`config.mk`:
```
export PLATFORM = sky130hd
export DESIGN_NAME = ipf_lcu_feeder
export DESIGN_NICKNAME = d
export VERILOG_FILES = /design/src/rtl/ipf_pkg.sv /design/src/rtl/ipf_fifo2.sv /design/src/rtl/ipf_lcu_feeder.sv
export SDC_FILE = /design/constraint.sdc
export NUM_CORES = 1
export LEC_CHECK = 0
export CORE_MARGIN = 2
export CORE_UTILIZATION = 40
export DETAILED_ROUTE_END_ITERATION = 6
export GPL_ROUTABILITY_DRIVEN = 0
export PLACE_DENSITY = 0.7
export SKIP_CTS_REPAIR_TIMING = 1
export SLEW_MARGIN = 40
export SYNTH_ARGS = -nofsm -noshare
export SYNTH_HDL_FRONTEND = slang
export SYNTH_SLANG_ARGS = --single-unit
```
`constraint.sdc`:
```
create_clock -name clk -period 3 [get_ports clk]
set_clock_uncertainty 0.2 [all_clocks]
set_input_delay 0.6 -clock clk [delete_from_list [all_inputs] [get_ports clk]]
set_output_delay 0.6 -clock clk [all_outputs]
set_load 0.03 [all_outputs]
```
`src/rtl/ipf_pkg.sv`:
```
// Shared definitions for the IPF pipeline: frame geometry, LCU size codes,
// FSM state encoding and the parameter-word layout.
package ipf_pkg;

    localparam int IMG_W  = 128;
    localparam int CW     = $clog2(IMG_W);
    localparam int PAR_W  = 24;
    localparam int FIFO_D = 2;

    typedef enum logic [1:0] {
        LCU_16     = 2'd0,
        LCU_32     = 2'd1,
        LCU_64     = 2'd2,
        LCU_64_ALT = 2'd3
    } lcu_size_e;

    typedef enum logic [2:0] {
        ST_IDLE,
        ST_PREQ,
        ST_PLOAD,
        ST_STREAM,
        ST_DRAIN,
        ST_DONE
    } state_e;

    // Field order matches the parameter word, MSB first.
    typedef struct packed {
        logic [1:0]  typ;
        logic [4:0]  band_pos;
        logic        wo_class;
        logic [15:0] offset;
    } par_word_t;

    function automatic logic [1:0] norm_size(input logic [1:0] s);
        return (s == LCU_64_ALT) ? 2'(LCU_64) : s;
    endfunction

endpackage

```
`src/rtl/ipf_fifo2.sv`:
```
// Two-entry synchronous FIFO holding returned pixels between the image
// memory and IPF; push and pop may occur in the same cycle.
module ipf_fifo2 (
    input  logic       clk,
    input  logic       rst,
    input  logic       push,
    input  logic [7:0] wdata,
    input  logic       pop,
    output logic [7:0] rdata,
    output logic [1:0] occ
);

    logic [7:0] mem [2];
    logic       wr_ptr;
    logic       rd_ptr;

    always_ff @(posedge clk or posedge rst) begin
        if (rst) begin
            // NOTE: storage is reset so the head (and thus din) reads 0 after reset.
            mem[0] <= '0;
            mem[1] <= '0;
            wr_ptr <= 1'b0;
            rd_ptr <= 1'b0;
            occ    <= 2'd0;
        end else begin
            if (push) begin
                mem[wr_ptr] <= wdata;
                wr_ptr      <= ~wr_ptr;
            end
            if (pop)
                rd_ptr <= ~rd_ptr;
            occ <= occ + 2'(push) - 2'(pop);
        end
    end

    assign rdata = mem[rd_ptr];

endmodule

```
`src/rtl/ipf_lcu_feeder.sv`:
```
// Fetches a frame LCU by LCU in raster order and streams each LCU's pixels
// row-major into IPF, holding that LCU's filter parameters on the config ports.
module ipf_lcu_feeder
    import ipf_pkg::*;
(
    input  logic              clk,
    input  logic              rst,
    input  logic              start,
    input  logic [1:0]        cfg_lcu_size,
    output logic              img_rd,
    output logic [2*CW-1:0]   img_addr,
    input  logic [7:0]        img_q,
    output logic              par_rd,
    output logic [5:0]        par_addr,
    input  logic [PAR_W-1:0]  par_q,
    input  logic              busy,
    output logic              in_en,
    output logic [7:0]        din,
    output logic [1:0]        ipf_type,
    output logic [4:0]        ipf_band_pos,
    output logic              ipf_wo_class,
    output logic [15:0]       ipf_offset,
    output logic [2:0]        lcu_x,
    output logic [2:0]        lcu_y,
    output logic [1:0]        lcu_size,
    output logic              done
);

    state_e     state;
    logic [5:0] px, py;
    logic [2:0] lx, ly;
    logic       inflight;
    logic [1:0] occ;
    logic       fifo_empty;
    logic [5:0] n_last;
    logic [2:0] l_last;
    logic [6:0] img_x, img_y;
    logic       credit_ok;
    logic       last_lcu;
    par_word_t  par_w;

    assign n_last = 6'((7'd16 << lcu_size) - 7'd1);
    assign l_last = 3'((4'd8 >> lcu_size) - 4'd1);
    assign img_x  = (7'({lx, 4'b0000}) << lcu_size) + 7'(px);
    assign img_y  = (7'({ly, 4'b0000}) << lcu_size) + 7'(py);
    assign img_addr = {img_y, img_x};
    assign par_addr = (6'(ly) << (2'd3 - lcu_size)) + 6'(lx);
    assign par_w    = par_word_t'(par_q);
    assign last_lcu = (lx == l_last) && (ly == l_last);

    assign fifo_empty = (occ == 2'd0);
    assign in_en      = !fifo_empty && !busy;

    // A read is issued only if its data is guaranteed a FIFO slot on return.
    assign credit_ok = (3'(occ) + 3'(inflight) - 3'(in_en)) < 3'(FIFO_D);
    assign img_rd    = (state == ST_STREAM) && credit_ok;
    assign par_rd    = (state == ST_PREQ) && fifo_empty && !inflight && !busy;

    ipf_fifo2 u_fifo (
        .clk   (clk),
        .rst   (rst),
        .push  (inflight),
        .wdata (img_q),
        .pop   (in_en),
        .rdata (din),
        .occ   (occ)
    );

    always_ff @(posedge clk or posedge rst) begin
        if (rst) begin
            state        <= ST_IDLE;
            px           <= '0;
            py           <= '0;
            lx           <= '0;
            ly           <= '0;
            inflight     <= 1'b0;
            ipf_type     <= '0;
            ipf_band_pos <= '0;
            ipf_wo_class <= 1'b0;
            ipf_offset   <= '0;
            lcu_x        <= '0;
            lcu_y        <= '0;
            lcu_size     <= '0;
            done         <= 1'b0;
        end else begin
            inflight <= img_rd;
            case (state)
                ST_IDLE: begin
                    if (start) begin
                        lcu_size <= norm_size(cfg_lcu_size);
                        state    <= ST_PREQ;
                    end
                end
                ST_PREQ: begin
                    if (par_rd)
                        state <= ST_PLOAD;
                end
                ST_PLOAD: begin
                    ipf_type     <= par_w.typ;
                    ipf_band_pos <= par_w.band_pos;
                    ipf_wo_class <= par_w.wo_class;
                    ipf_offset   <= par_w.offset;
                    lcu_x        <= lx;
                    lcu_y        <= ly;
                    state        <= ST_STREAM;
                end
                ST_STREAM: begin
                    if (img_rd) begin
                        if (px == n_last) begin
                            px <= '0;
                            if (py == n_last) begin
                                py    <= '0;
                                state <= ST_DRAIN;
                            end else begin
                                py <= py + 6'd1;
                            end
                        end else begin
                            px <= px + 6'd1;
                        end
                    end
                end
                ST_DRAIN: begin
                    if (fifo_empty && !inflight) begin
                        if (last_lcu) begin
                            done  <= 1'b1;
                            state <= ST_DONE;
                        end else begin
                            if (lx == l_last) begin
                                lx <= '0;
                                ly <= ly + 3'd1;
                            end else begin
                                lx <= lx + 3'd1;
                            end
                            state <= ST_PREQ;
                        end
                    end
                end
                ST_DONE: begin
                    if (start) begin
                        lcu_size <= norm_size(cfg_lcu_size);
                        px       <= '0;
                        py       <= '0;
                        lx       <= '0;
                        ly       <= '0;
                        done     <= 1'b0;
                        state    <= ST_PREQ;
                    end
                end
                default: state <= ST_IDLE;
            endcase
        end
    end

endmodule

```
==> impl_results.md <==
- Main flop type after synthesis: dfrtp_1
- 1st-iter DRT viols: about 140
- Pre-CTS setup slack: -0.500 ns
- Synth top area share: 46.2%
- Worst flop-to-flop path endpoint: py[5]
- Clk_lat worst skew: 0.34 ns
- Worst ir drop on vdd: 695 uV
- H-tree Lvls: 3
- Register area share after synthesis: 46.2%
- Dpl hpwl: approximately 6400 um
- Crit. End Element: output pin
- Pwr dens: 1100 nW/um2
- Hold path depth: 1
- Initial antenna violation count: 0
- Static leakage: roughly 2.4 nW
- Final setup vio count: 1
- HP Class: reg2reg
- Filler instances: 862
- Total grt overflow: 0
- Design area: ~5800 um2
- Area Overhead vs Synth: 43.1%
- TritonCTS clock tree: yes
- Least-Margin Pin Slew: between 0.7 and 0.8 ns
- WL/cell: 14.4 um
- Avg Cell Area, Syn: ~11 um2
- Rel. slew slack: between 40 and 50%
- Syn nets: roughly 420
- Longest Clk Path Bufs: 2
- Post-DP Area: 5350 um2
- TritonCTS buffer count: 9
- Largest fanout on the critical path: 3
- Commonest non-fill, non-tap cell in the layout: clkdlybuf4s50_1
- Number of antenna cells inserted: 0
- Async SR Flop Fraction: 100%
- Minimum clock period: about 3.2 ns
- I/O Buffers: 101
- Finished Core Util: just under 60%
- All-layer global routing usage: between 10% and 20%
- Routed vias/inst: 5.17
- Die X: 105 um
- Synthesis-stage register bit count: 75
- Clk sink count: 75
- RSZ-0062 raised after global routing: true
- Clock root buffer: clkbuf_8
- Commonest non-fill, non-tap cells in the layout: 89 x clkdlybuf4s50_1, 71 x dfrtp_1, 56 x mux2_2, 36 x buf_4, 25 x nand2_1
- Max Fclk: around 310 MHz
- Final worst path period share: 106%
- R2r setup slk: 0.08 ns
- Global route hottest layer: met2
- Boundary Pins: 102
- Final wirelength: 9010 um
- Die area: 11,000 um2
- First-pass GRT wire length: 14,900 um
- Failing checks: negative setup slack
- Power Total: 6.41 mW
- Slew Viols, Final: 0
- Area leader, netlist: dfrtp_1
- Via count: 3,234
- Final hold vios: 0
- Largest net degree at the start of global routing: 76
- Rows: 36
- Met2 usage: a little over a quarter
- Arrival time at the worst endpoint: 2.39 ns
- Die Ht: around 100 um
- Cell area after synthesis: just over 4000 um2
- Worst setup path class: reg2out
- Hold path startpoint: u_fifo.wr_ptr
- Post-synth EDFFs: 0
- Status: complete, but fails checks
- # nets final: 540
- Clock-pin slew on the worst setup and hold paths: 0.07 ns
- Top cells by area, synth: dfrtp_1 46%, mux2_2 16%, ha_1 3.4%, nand2_1 2.4%, o21ai_0 2.2%
- Synth Instances: approximately 370
- Grt met1 use: 21.2%
- Yosys cell types: 59
- Post-route ant nets: 0
- Starting density of the core: around two fifths
- Setup crit start kind: flip-flop
- DRC Markers: 0
- Vias in the first global route: 3,244
- Maxcap violations: 0
- Worst Path Required: about 2.2 ns
- Synth warn: 0
- Share of layout cells above drive strength 1: 32.7%
- Placeable Area: 9820 um2
- PnR worst setup slack: -0.188 ns
- Drt pass-1 iters: 4
- Worst Hold End: u_fifo.wr_ptr
- Reg2Reg Depth: 12
- Global Route met3 Usage: under 10%
- Worst R2R Start: u_fifo.occ[1]
[per-stage QoR]
step	setup TNS (ns)	hold WS [ns]	std cells
final	-0.188	0.299	625
after global routing	-0.438	0.325	625
after CTS	-1.65	0.297	612
after detailed placement	-6.10	0.278	596
after global placement	-5.10	0.272	596
after floorplan	-0.389	0.254	368
[cells in the mapped netlist (3+ instances only)]
master,count
dfrtp_1,75
a21oi_1,15
and3_1,3
inv_1,17
mux2_2,56
nand2_1,26
o211ai_1,3
nor3_1,3
nor2_1,12
nor3b_1,3
o21ai_0,18
ha_1,11
xor2_1,7
xnor2_1,5
buf_2,7
buf_4,8
o21bai_1,3
mux2i_1,5
a211o_1,3
or3_1,4
or2_2,4
nand3_1,11
fa_1,4
clkbuf_1,12
nand3b_1,7
nand2b_1,3
nor2b_1,4
[worst max path at each step]
stage / from / endpoint / cells past startpoint
2_1_floorplan: busy / py[5] / 9
3_3_place_gp: busy / img_rd / 9
3_5_place_dp: busy / px[4] / 11
4_1_cts: busy / img_rd / 9
5_1_grt: u_fifo.occ[1] / img_rd / 9
6_report: u_fifo.occ[1] / img_rd / 9
[critical path: stages, from the launching register on]
cell     delay [ns]
dfrtp_2        0.44
inv_4          0.08
a21oi_4        0.05
ha_1           0.26
inv_1          0.04
ha_2           0.17
fa_2           0.37
xnor2_2        0.18
nor3_4         0.28
buf_12         0.16
[cell families after synthesis]
family,share of synthesized area [%]
buf+inv,5.30
flops,46.2
mux,16.7
xor+xnor,2.59
simple gates,12.7
fa+ha+maj,5.36
compound gates,11.2
[final cells by class]
type,count,area (um2),share of cell area (%)
clock buffers,13,179,3.08
clock inverters,3,67.6,1.16
inverters,17,66.3,1.14
multi-input cells,248,2120,36.5
flip-flops and latches,75,1880,32.4
well taps,133,166,2.86
repair buffers,136,1330,22.9
[flip-flops by register name, indices dropped and copies added (netlist names), 2 cells and up]
signal / count
ipf_band_pos: 5
ly: 3
lcu_size: 2
lcu_x: 3
u_fifo.mem: 16
ipf_offset: 16
ipf_type: 2
u_fifo.occ: 2
lcu_y: 3
px: 6
lx: 3
state: 3
py: 6
[layer usage]
| layer | share of wire [%] | wire, um | vias to the layer above |
|---|---|---|---|
| met1 | 44 | 3950 | 1606 |
| met5 | 0 | 0 | - |
| met3 | 4.9 | 438 | 12 |
| li1 | - | - | 1536 |
| met2 | 50 | 4490 | 80 |
| met4 | 1.5 | 137 | 0 |
[where the power goes]
group          switching (mW)  total (mW)  internal (mW)
Sequential              0.264        1.67           1.40
Clock                   0.368       0.928          0.560
Combinational            1.97        3.82           1.85
Power figures use the tool's default switching activity.
